`src/rtl/sdram_arbiter.sv`:
```
// SDRAM command-bus arbiter: INIT hand-off, then refresh > write > read ownership with a watchdog.
// Optional SDRAM_ARB_RR_EN: round-robin between write and read instead of fixed write-first.
module sdram_arbiter #(
    parameter logic [3:0] CMD_NOP     = 4'b0111,
    parameter logic [9:0] OWN_TIMEOUT = 10'd600
) (
    input  logic        sys_clk,
    input  logic        sys_rst_n,
    input  logic        init_done,
    input  logic [3:0]  init_cmd,
    input  logic [1:0]  init_ba,
    input  logic [11:0] init_addr,
    input  logic        aref_req,
    input  logic        aref_end,
    input  logic [3:0]  aref_cmd,
    input  logic [1:0]  aref_ba,
    input  logic [11:0] aref_addr,
    input  logic        wr_req,
    input  logic        wr_end,
    input  logic [3:0]  wr_cmd,
    input  logic [1:0]  wr_ba,
    input  logic [11:0] wr_addr,
    input  logic        rd_req,
    input  logic        rd_end,
    input  logic [3:0]  rd_cmd,
    input  logic [1:0]  rd_ba,
    input  logic [11:0] rd_addr,
    output logic        aref_en,
    output logic        wr_en,
    output logic        rd_en,
    output logic        wr_wait,
    output logic        rd_wait,
    output logic [3:0]  sdram_cmd,
    output logic [1:0]  sdram_ba,
    output logic [11:0] sdram_addr,
    output logic        wr_dq_oe,
    output logic        arb_err
);

    typedef enum logic [2:0] {INIT, ARBIT, AREF, WRITE, READ} state_t;

    state_t      state, state_nxt;
    logic [9:0]  timer;
    logic        owner, own_end, timeout, wr_sel;

`ifdef SDRAM_ARB_RR_EN
    logic last_grant;  // 1 = write served last, 0 = read served last

    assign wr_sel = wr_req && !(rd_req && last_grant);
`else
    assign wr_sel = wr_req;
`endif

    assign owner = (state == AREF) || (state == WRITE) || (state == READ);

    always_comb begin
        state_nxt = state;
        own_end   = 1'b0;
        case (state)
            INIT:    if (init_done) state_nxt = ARBIT;
            ARBIT: begin
                if (aref_req)     state_nxt = AREF;
                else if (wr_sel)  state_nxt = WRITE;
                else if (rd_req)  state_nxt = READ;
            end
            AREF:    own_end = aref_end;
            WRITE:   own_end = wr_end;
            READ:    own_end = rd_end;
            default: state_nxt = INIT;
        endcase
        // A real end on the timeout cycle wins over the watchdog.
        timeout = owner && (timer == OWN_TIMEOUT - 10'd1) && !own_end;
        if (owner && (own_end || timeout)) state_nxt = ARBIT;
    end

    always_ff @(posedge sys_clk or negedge sys_rst_n) begin
        if (!sys_rst_n) begin
            state   <= INIT;
            timer   <= 10'd0;
            aref_en <= 1'b0;
            wr_en   <= 1'b0;
            rd_en   <= 1'b0;
            wr_wait <= 1'b0;
            rd_wait <= 1'b0;
            arb_err <= 1'b0;
        end else begin
            state   <= state_nxt;
            timer   <= (owner && state_nxt == state) ? timer + 10'd1 : 10'd0;
            aref_en <= (state == ARBIT) && (state_nxt == AREF);
            wr_en   <= (state == ARBIT) && (state_nxt == WRITE);
            rd_en   <= (state == ARBIT) && (state_nxt == READ);
            // Sticky until the burst's exit edge.
            wr_wait <= (state == WRITE) && (state_nxt == WRITE) && (aref_req || wr_wait);
            rd_wait <= (state == READ) && (state_nxt == READ) && (aref_req || rd_wait);
            arb_err <= timeout;
        end
    end

`ifdef SDRAM_ARB_RR_EN
    always_ff @(posedge sys_clk or negedge sys_rst_n) begin
        if (!sys_rst_n) begin
            last_grant <= 1'b0;
        end else if (state == ARBIT) begin
            if (state_nxt == WRITE)     last_grant <= 1'b1;
            else if (state_nxt == READ) last_grant <= 1'b0;
        end
    end
`endif

    always_comb begin
        sdram_cmd  = CMD_NOP;
        sdram_ba   = 2'b11;
        sdram_addr = 12'hFFF;
        case (state)
            INIT: begin
                sdram_cmd  = init_cmd;
                sdram_ba   = init_ba;
                sdram_addr = init_addr;
            end
            AREF: begin
                sdram_cmd  = aref_cmd;
                sdram_ba   = aref_ba;
                sdram_addr = aref_addr;
            end
            WRITE: begin
                sdram_cmd  = wr_cmd;
                sdram_ba   = wr_ba;
                sdram_addr = wr_addr;
            end
            READ: begin
                sdram_cmd  = rd_cmd;
                sdram_ba   = rd_ba;
                sdram_addr = rd_addr;
            end
            default: ;
        endcase
    end

    assign wr_dq_oe = (state == WRITE);

endmodule

```
`config.mk`:
```
export PLATFORM = sky130hd
export DESIGN_NAME = sdram_arbiter
export DESIGN_NICKNAME = d
export VERILOG_FILES = /design/src/rtl/sdram_arbiter.sv
export SDC_FILE = /design/constraint.sdc
export NUM_CORES = 1
export LEC_CHECK = 0
export ABC_AREA = 1
export CAP_MARGIN = 20
export CORE_ASPECT_RATIO = 1.2
export CORE_UTILIZATION = 31
export CTS_CLUSTER_SIZE = 14
export DETAILED_ROUTE_END_ITERATION = 6
export GPL_TIMING_DRIVEN = 0
export PLACE_DENSITY = 0.77
export SLEW_MARGIN = 15
export SYNTH_ARGS = -nofsm -noshare
export SYNTH_HDL_FRONTEND = slang
export SYNTH_SLANG_ARGS = --single-unit
```
`constraint.sdc`:
```
create_clock -name sys_clk -period 1.39 [get_ports sys_clk]
set_input_delay 0.278 -clock sys_clk [delete_from_list [all_inputs] [get_ports sys_clk]]
set_output_delay 0.278 -clock sys_clk [all_outputs]
set_load 0.01 [all_outputs]
```
# Yosys cells after proc, flatten, opt, wreduce, memory -nomap -nowiden
# Index checks and enable logic that the tools add are counted.
dict set report word_totals {
  out_inout_bits 25
  in_bits 81
  wordCells 48
  ff_bits 19
}
dict set report classes {
  muxes 11
  add_sub_neg 1
  n_eq_ne 9
  n_reduce_logical 19
}
# cell n
set ops {}
lappend ops {{12-bit one-hot mux with 4 select lines} 1}
lappend ops {{4-bit one-hot mux with 4 select lines} 1}
lappend ops {{3-bit two-way mux} 5}
lappend ops {{3-bit by 2-bit equality test with 1-bit output (second input constant)} 4}
lappend ops {{1-bit logical AND} 11}
lappend ops {{10-bit by 1-bit adder with 10-bit output (second input constant)} 1}
lappend ops {{10-bit equality test (second input constant)} 1}
lappend ops {{10-bit two-way mux} 1}
lappend ops {{3-bit one-hot mux with 3 select lines} 1}
lappend ops {{2-bit one-hot mux with 4 select lines} 1}
lappend ops {{3-bit equality test (second input constant)} 2}
lappend ops {{1-bit logical OR} 5}
lappend ops {{3-bit by 1-bit equality test with 1-bit output (second input constant)} 1}
lappend ops {{3-bit equality test} 1}
lappend ops {{3-bit logical NOT} 1}
lappend ops {{1-bit one-hot mux with 3 select lines} 1}
lappend ops {{3-bit OR reduction} 1}
lappend ops {{1-bit logical NOT} 1}

# Depth between registers and ports, before layout
# Gate-level depths: netlist of run 1.
dict set report logic_depth {
  word_depth 11
  depth_mapped 10
}

# Worst setup path after synthesis of run 1
# OpenSTA, ideal clock, no wires.
dict set report synth_timing {
  kind {reg-to-output}
  startpoint {reg state[2]}
  endpoint {out sdram_addr[11]}
  n_path_buf 1
  path_stages_with_launch 8
  t_arrival_ns 1.266
  setup_slack_ns -0.154
  cell_sequence {dfrtp_1 -> inv_2 -> nand3_1 -> inv_1 -> clkbuf_1 -> a22o_1 -> a21oi_1 -> nand3_1}
}
dict set report synth_between {
  elab_chain_cells 2
  word_cells_on_any_way 5
  cone_classes {eq/ne (3); mux (1); reduce/logical (1)}
}
# item line
set synth_lines {}
lappend synth_lines {{start, declared} 42} ;# state_t state, state_nxt;
lappend synth_lines {{start signal, assigned} 87} ;# state <= state_nxt;
lappend synth_lines {{3-bit equality test (tied with other cells)} 114} ;# case (state)
lappend synth_lines {{12-bit one-hot mux with 4 select lines *} 114}
lappend synth_lines {{end, declared} 35} ;# output logic [11:0] sdram_addr,
# Every way passes the cells marked *; elsewhere a longest branch is shown, timed or not.

# Worst setup path after layout of run 1
dict set report layout_timing {
  startpoint {reg state[2]}
  endpoint {out sdram_addr[3]}
}
# The elaborated chain is that of the path after synthesis.

==> results of run 1 <==
-- worst max path at each step --
stage                        start        endpoint  slack, ps
after floorplan           state[2]  sdram_addr[11]        -80
after global placement    state[0]   sdram_addr[3]       -760
after detailed placement  state[0]    sdram_cmd[3]       -790
after CTS                 state[1]   sdram_addr[3]       -540
after global routing      state[1]   sdram_addr[6]       -600
final                     state[2]   sdram_addr[3]       -540
-- layout make-up --
class,count,area (um^2)
clock inverter,1,5.005
sequential,19,478.0
multi-input combinational,164,1140
clock buffer,3,41.29
tap,56,70.07
buffer,7,88.84
timing repair buffer,133,1231
fill,335,1191
inverter,15,81.33
-- metal layers --
layer,routed length [um],global-route usage (%),up-vias
li1,-,-,965
met1,2653,28.47,931
met2,3432,43.72,83
met3,384,4.192,15
met4,163,6.136,0
met5,0,0,-
-- report_power, final --
part           total [mW]  switching (mW)  internal, mW
clock network       0.393           0.193         0.200
logic                4.42            2.34          2.07
registers           0.719          0.0855         0.634
-- state kept, by name, summed over array words and instances, names as in the netlist --
name	flops
rd_en	1
wr_wait	1
rd_wait	1
arb_err	1
wr_en	1
aref_en	1
timer	10
state	3
-- per-stage QoR --
stage          worst slack, ps  power, mW  std cells  hold slack (ps)
4_1_cts                 -537.7      4.772        388            467.9
3_5_place_dp            -794.9      4.078        365            452.5
6_report                -538.3      5.528        398            467.1
5_1_grt                 -598.9      5.822        398            512.2
3_3_place_gp            -761.4      4.042        365            449.4
2_1_floorplan           -79.83      2.542        204           -17.59
-- cell usage after synthesis --
master / instances
o21ai_0: 1
buf_6: 1
nand2_1: 64
o21bai_1: 1
a221oi_1: 8
clkbuf_1: 4
inv_2: 3
nand2_2: 4
nand3_2: 3
nor3_1: 5
clkinv_1: 1
nor2_1: 26
nand4_1: 3
xnor2_1: 2
nand3_1: 16
dfrtp_1: 19
a22o_1: 9
buf_2: 2
ha_1: 1
nor4_1: 1
xor2_1: 4
a21oi_1: 10
inv_1: 11
nor2_2: 2
nand3_4: 1
nor2_4: 2
-- worst max-delay path: cells and delay by family, from the launching register on --
| family | cells | cell delay, ps |
|---|---|---|
| buffers and inverters | 4 | 400 |
| and+or+nand+nor | 2 | 200 |
| DFF | 1 | 450 |
| AOI/OAI and AO/OA | 2 | 340 |
-- cell families after synthesis --
kind of cell,after synthesis,synth area share (%)
buffers and inverters,22,6.519
AND/OR/NAND/NOR,127,40.53
XOR/XNOR,6,3.700
AO/OA/AOI/OAI,29,14.89
adder cells (fa/ha/maj),1,0.8809
flip-flops,19,33.48
-- what timing repair did --
item,4_1_cts,5_1_grt
cloned,2,1
setup buffers,17,10
pin swaps,5,29
endpoints found under the hold margin,0,0
setup endpoints to repair,38,37
gates resized for setup,119,54
==> qor.txt, run 1 <==
Setup slack, reg-to-reg -> -370 ps
Synth top area cells -> dfrtp_1, nand2_1, nor2_1
Hold depth -> 1
Leading cell type in the layout, fill and taps excluded -> clkdlybuf4s50_1
Worst stage delay on the critical path -> 450 ps
Vias/cell -> 5.010
Slew Limit Headroom -> 42.78%
CTS clk-pin slew, worst paths -> 70 ps
Gp weighted congestion -> 0.7614
CTS buffer count -> 3
Dpl cell area -> 2604 um^2
Failing checks -> setup timing
Port-buffer cells -> 105
Most used cell, CP -> inv_4
Synth Instances -> 204
Global-route wire length before repair -> 9.197 mm
Proportion of layout cells with a drive suffix above 1 -> 37.13%
Worst R2R Path Depth -> 11
GR Overflow Total -> 0
Largest net degree at the start of global routing -> 20
Area delta synth->final -> 120.8%
Peak fanout along the critical path -> 5
Clock buffer depth -> 2
Crit path max-delay cell type -> dfrtp_2
Syn Area/Cell -> 6.961 um^2
Clk sinks -> 19
Vias in the first global route -> 1869
Ant. Diodes -> 0
Synth Warn # -> 0
Post-Route WL -> 6.633 mm
Die ar. -> 4857 um^2
Startpoint types -> register
Max VDD drop -> 0.9902 mV
Die X-Extent -> 63.79 um
Post-route minimum period -> 1928 ps
HP Start -> timer[0]
Post-synth cell types -> 26
Crit Reg-Reg Startpoint -> state[2]
Critical path class -> register to primary output
Die height -> 76.14 um
DR vias -> 1994
Leakage Power -> 1.411 nW
Worst skew pair latency -> 260 ps
I/O pins -> 106
Endpoint class of the critical path -> primary output
Finished layout cell area -> 3136 um^2
Max Freq -> 518.6 MHz
Seq/Total Area, Yosys -> 33.48%
Cell area after synthesis -> 1420 um^2
Gr usage total -> 24.04%
Top cell type's share of synthesized area -> 33.48%
Max cap viols -> 0
Tightest Pin Transition -> 855.6 ps
Initial antenna violation count -> 0
Hold Violations, Final -> 0
Setup tns final -> -14100 ps
Fin crit share -> 138.7%
Wirelength per Cell -> 16.67 um
WP data required -> 1110 ps
Std cell rows -> 26
Initial DRC count -> 64
Final setup fails -> 37
Starting Density -> 32.82%
RSZ-0062 raised after global routing -> yes
Nets@finish -> 425
CP arrival -> 1650 ps
Root Buffer -> clkbuf_8
P per Cell Area -> 1763 nW/um^2
HPWL Detailed -> 4.095 mm
H-tree levels -> 1
Hold Path Class -> register to register
Reg-to-Reg End -> timer[8]
TritonCTS clock tree -> built
Drt drc -> 0
Post-route ant nets -> 0
Post-Syn Nets -> 286
Pins Over Slew Limit -> 0
Setup WS post-layout -> -538.3 ps
TritonRoute pass-1 iters -> 4
Layout Skew -> 4.148 ps
Final core utilization -> 72.47%
Yosys reg bits -> 19
Number of buffers inserted by hold repair at cts -> 0
Commonest non-fill, non-tap cells in the layout -> clkdlybuf4s50_1, nand2_1, nor2_1
Status -> complete, but fails checks
Hold EP -> timer[0]
Placeable Area -> 4327 um^2
Cell taking the most area after synthesis -> dfrtp_1
Cell Chain, Critical Path -> inv_4 > nand3_4 > inv_4 > buf_8 > a22o_1 > a21oi_2 > nand3_1 > buf_2
Power figures use the tool's default switching activity.
==> run 2, diff against run 1 <==
--- a/config.mk
+++ b/config.mk
@@ -11,8 +11,8 @@
 export CORE_UTILIZATION = 31
 export CTS_CLUSTER_SIZE = 14
 export DETAILED_ROUTE_END_ITERATION = 6
-export GPL_TIMING_DRIVEN = 0
 export PLACE_DENSITY = 0.77
+export REMOVE_ABC_BUFFERS = 1
 export SLEW_MARGIN = 15
 export SYNTH_ARGS = -nofsm -noshare
 export SYNTH_HDL_FRONTEND = slang
==> constraint.sdc (replaced) <==
create_clock -name sys_clk -period 1.7 [get_ports sys_clk]
set_input_delay 0.34 -clock sys_clk [delete_from_list [all_inputs] [get_ports sys_clk]]
set_output_delay 0.34 -clock sys_clk [all_outputs]
set_load 0.01 [all_outputs]
==> run 2 against run 1 <==
  * The flow still finishes with violations (setup timing)
  * Count of clock-buffer cells in the layout is the same
  * Routed wire length shrank 4.3%
  * Critical path type unchanged
  * Worst setup slack better by 280 ps
  * Die area is the same
  * Critical endpoint is now sdram_cmd[1]
  * Register-to-register slack gained 340 ps
  * Sequential power shrank 16%
  * Clock power is 17% lower
  * First-iteration DRC count decreased by 17%
  * Cell count is the same
  * Highest routed layer unchanged
==> qor.txt, run 2 (synthesized netlist as in run 1, its figures left out) <==
P per Cell Area -> 1425 nW/um^2 (-19%)
Port-buffer cells -> 105 (unchanged)
Fill cells -> 329 (-1.8%)
Initial DRC count -> 53 (-17%)
Setup slack, reg-to-reg -> -30 ps (+340 ps)
Area of the multi-input gates -> 1100 um^2 (-3.5%)
CP arrival -> 1620 ps (-30 ps)
RSZ-0062 raised after global routing -> yes
Clk sinks -> 19 (unchanged)
Post-route ant nets -> 0 (unchanged)
Flop pwr share -> 13.8% (+0.8 points)
Peak fanout along the critical path -> 6 (+1)
Sw Ratio -> 46.19% (-1.2 points)
Tightest Pin Transition -> 251.9 ps (-603.6 ps)
Gr usage total -> 22.93% (-1.1 points)
Startpoint types -> register
Max reg flops -> 10 (unchanged)
Global-route wire length before repair -> 8.873 mm (-3.5%)
Layout Skew -> 11.86 ps (+7.712 ps)
WP data required -> 1360 ps (+250 ps)
NetSw -> 2.030 mW (-23%)
Finished layout cell area -> 3085 um^2 (-1.6%)
Post-Route WL -> 6.350 mm (-4.3%)
Reg-to-Reg End -> timer[2]
Starting Density -> 32.82% (unchanged)
Vias/cell -> 5.065 (+1.1%)
Slew Limit Headroom -> 83.15% (+40 points)
HPWL Detailed -> 4.224 mm (+3.2%)
CTS buffer count -> 3 (unchanged)
Die ar. -> 4857 um^2 (unchanged)
Wirelength per Cell -> 15.95 um (-4.3%)
TritonRoute pass-1 iters -> 4 (unchanged)
Gp weighted congestion -> 0.8340 (+9.5%)
Clock power frac -> 7.4% (+0.3 points)
Leading cell type in the layout, fill and taps excluded -> clkdlybuf4s50_1
Worst skew pair latency -> 260 ps (about the same)
GR Overflow Total -> 0 (unchanged)
Failing checks -> setup timing
H-tree levels -> 1 (unchanged)
Max cap viols -> 0 (unchanged)
Max Freq -> 510.2 MHz
Final setup fails -> 21 (-43%)
Ant. Diodes -> 0 (unchanged)
Endpoint class of the critical path -> primary output
Largest net degree at the start of global routing -> 20 (unchanged)
Initial antenna violation count -> 0 (unchanged)
Commonest non-fill, non-tap cells in the layout -> clkdlybuf4s50_1, nand2_1, buf_4
DR vias -> 2016 (+1.1%)
Std cell rows -> 26 (unchanged)
Crit path from -> state[0]
Vias in the first global route -> 1862 (-0.37%)
Fin crit share -> 115.3%
Area delta synth->final -> 117.3%
Int Power -> 2.365 mW (-19%)
Die X-Extent -> 63.79 um (unchanged)
Hold Path Class -> input port to async pin
Crit Reg-Reg Startpoint -> state[0]
Combinational Power Share -> 78.8% (-1.1 points)
Drt drc -> 0 (unchanged)
Placeable Area -> 4327 um^2 (unchanged)
Hold Violations, Final -> 0 (unchanged)
Reg area -> 478.0 um^2 (unchanged)
Biggest regs -> timer (10), state (3)
DP Cell Count -> 379 (+3.8%)
Nets@finish -> 425 (unchanged)
Worst R2R Path Depth -> 10 (-1)
I/O pins -> 106 (unchanged)
Status -> complete, but fails checks
Number of non-filler instances in the completed layout -> 398 (unchanged)
Setup WS post-layout -> -259.9 ps (+278.4 ps)
Dpl cell area -> 2700 um^2 (+3.7%)
Max VDD drop -> 1.178 mV (+19%)
Root Buffer -> clkbuf_8
Leakage Power -> 1.397 nW (-1.0%)
Post-route minimum period -> 1960 ps
Reg with most FFs -> timer
Die height -> 76.14 um (unchanged)
Proportion of layout cells with a drive suffix above 1 -> 34.50% (-2.6 points)
Clock buffer depth -> 2 (unchanged)
CTS clk-pin slew, worst paths -> 80 ps (about the same)
TritonCTS clock tree -> built
Pre-CTS setup slack -> -355.2 ps (+439.7 ps)
Pins Over Slew Limit -> 0 (unchanged)
Critical path class -> register to primary output
run 2: worst max-delay path: stages (launching register included):
cell     delay, ps
dfrtp_2        470
nand3_2        120
inv_2           60
buf_4          150
a22o_1         220
a21oi_2        110
nand3_1         90
buf_2          140
run 2: worst max path at each step:
stage,to
2_1_floorplan,sdram_addr[0]
3_3_place_gp,sdram_addr[3]
3_5_place_dp,sdram_addr[8]
4_1_cts,sdram_cmd[0]
5_1_grt,sdram_addr[4]
6_report,sdram_cmd[1]
run 2: through the flow:
stage | utilization, % | hold WS [ps] | power, mW | setup TNS, ps
2_1_floorplan | - | 44.41 | 1.881 | -33.24
3_3_place_gp | 62.41 | 448.0 | 3.544 | -5651
3_5_place_dp | 62.41 | 458.6 | 3.573 | -6306
4_1_cts | 65.38 | 421.4 | 3.730 | -4384
5_1_grt | 71.31 | 431.6 | 4.624 | -5415
6_report | 71.31 | 405.6 | 4.395 | -3923
run 2: timing repair:
action,CTS,global route
pin swaps,26,17
endpoints found under the setup margin,19,31
hold buffers,0,0
cloned,0,2
buffers inserted,5,10
gates resized for setup,97,48
run 2: power groups by stage:
stage	Sequential, mW	Combinational (mW)	Clock, mW
3_3_place_gp	0.577	2.97	0
4_1_cts	0.582	2.82	0.331
3_5_place_dp	0.580	2.99	0
6_report	0.606	3.46	0.325
2_1_floorplan	0.600	1.28	0
5_1_grt	0.610	3.66	0.356
run 2: per-layer routing:
layer	up-vias	track usage [%]	wire length, um
met2	89	41.38	3310
met5	-	0	0
met4	0	5.455	139
li1	959	-	-
met3	12	3.743	398
met1	956	27.76	2502
run 2: cell type report:
class | count | share of cell area, %
well taps | 56 | 2.271
flip-flops and latches | 19 | 15.49
clock buffers | 3 | 1.338
inverters | 15 | 2.109
clock inverters | 1 | 0.2433
repair buffers | 140 | 42.90
multi-input cells | 164 | 35.64
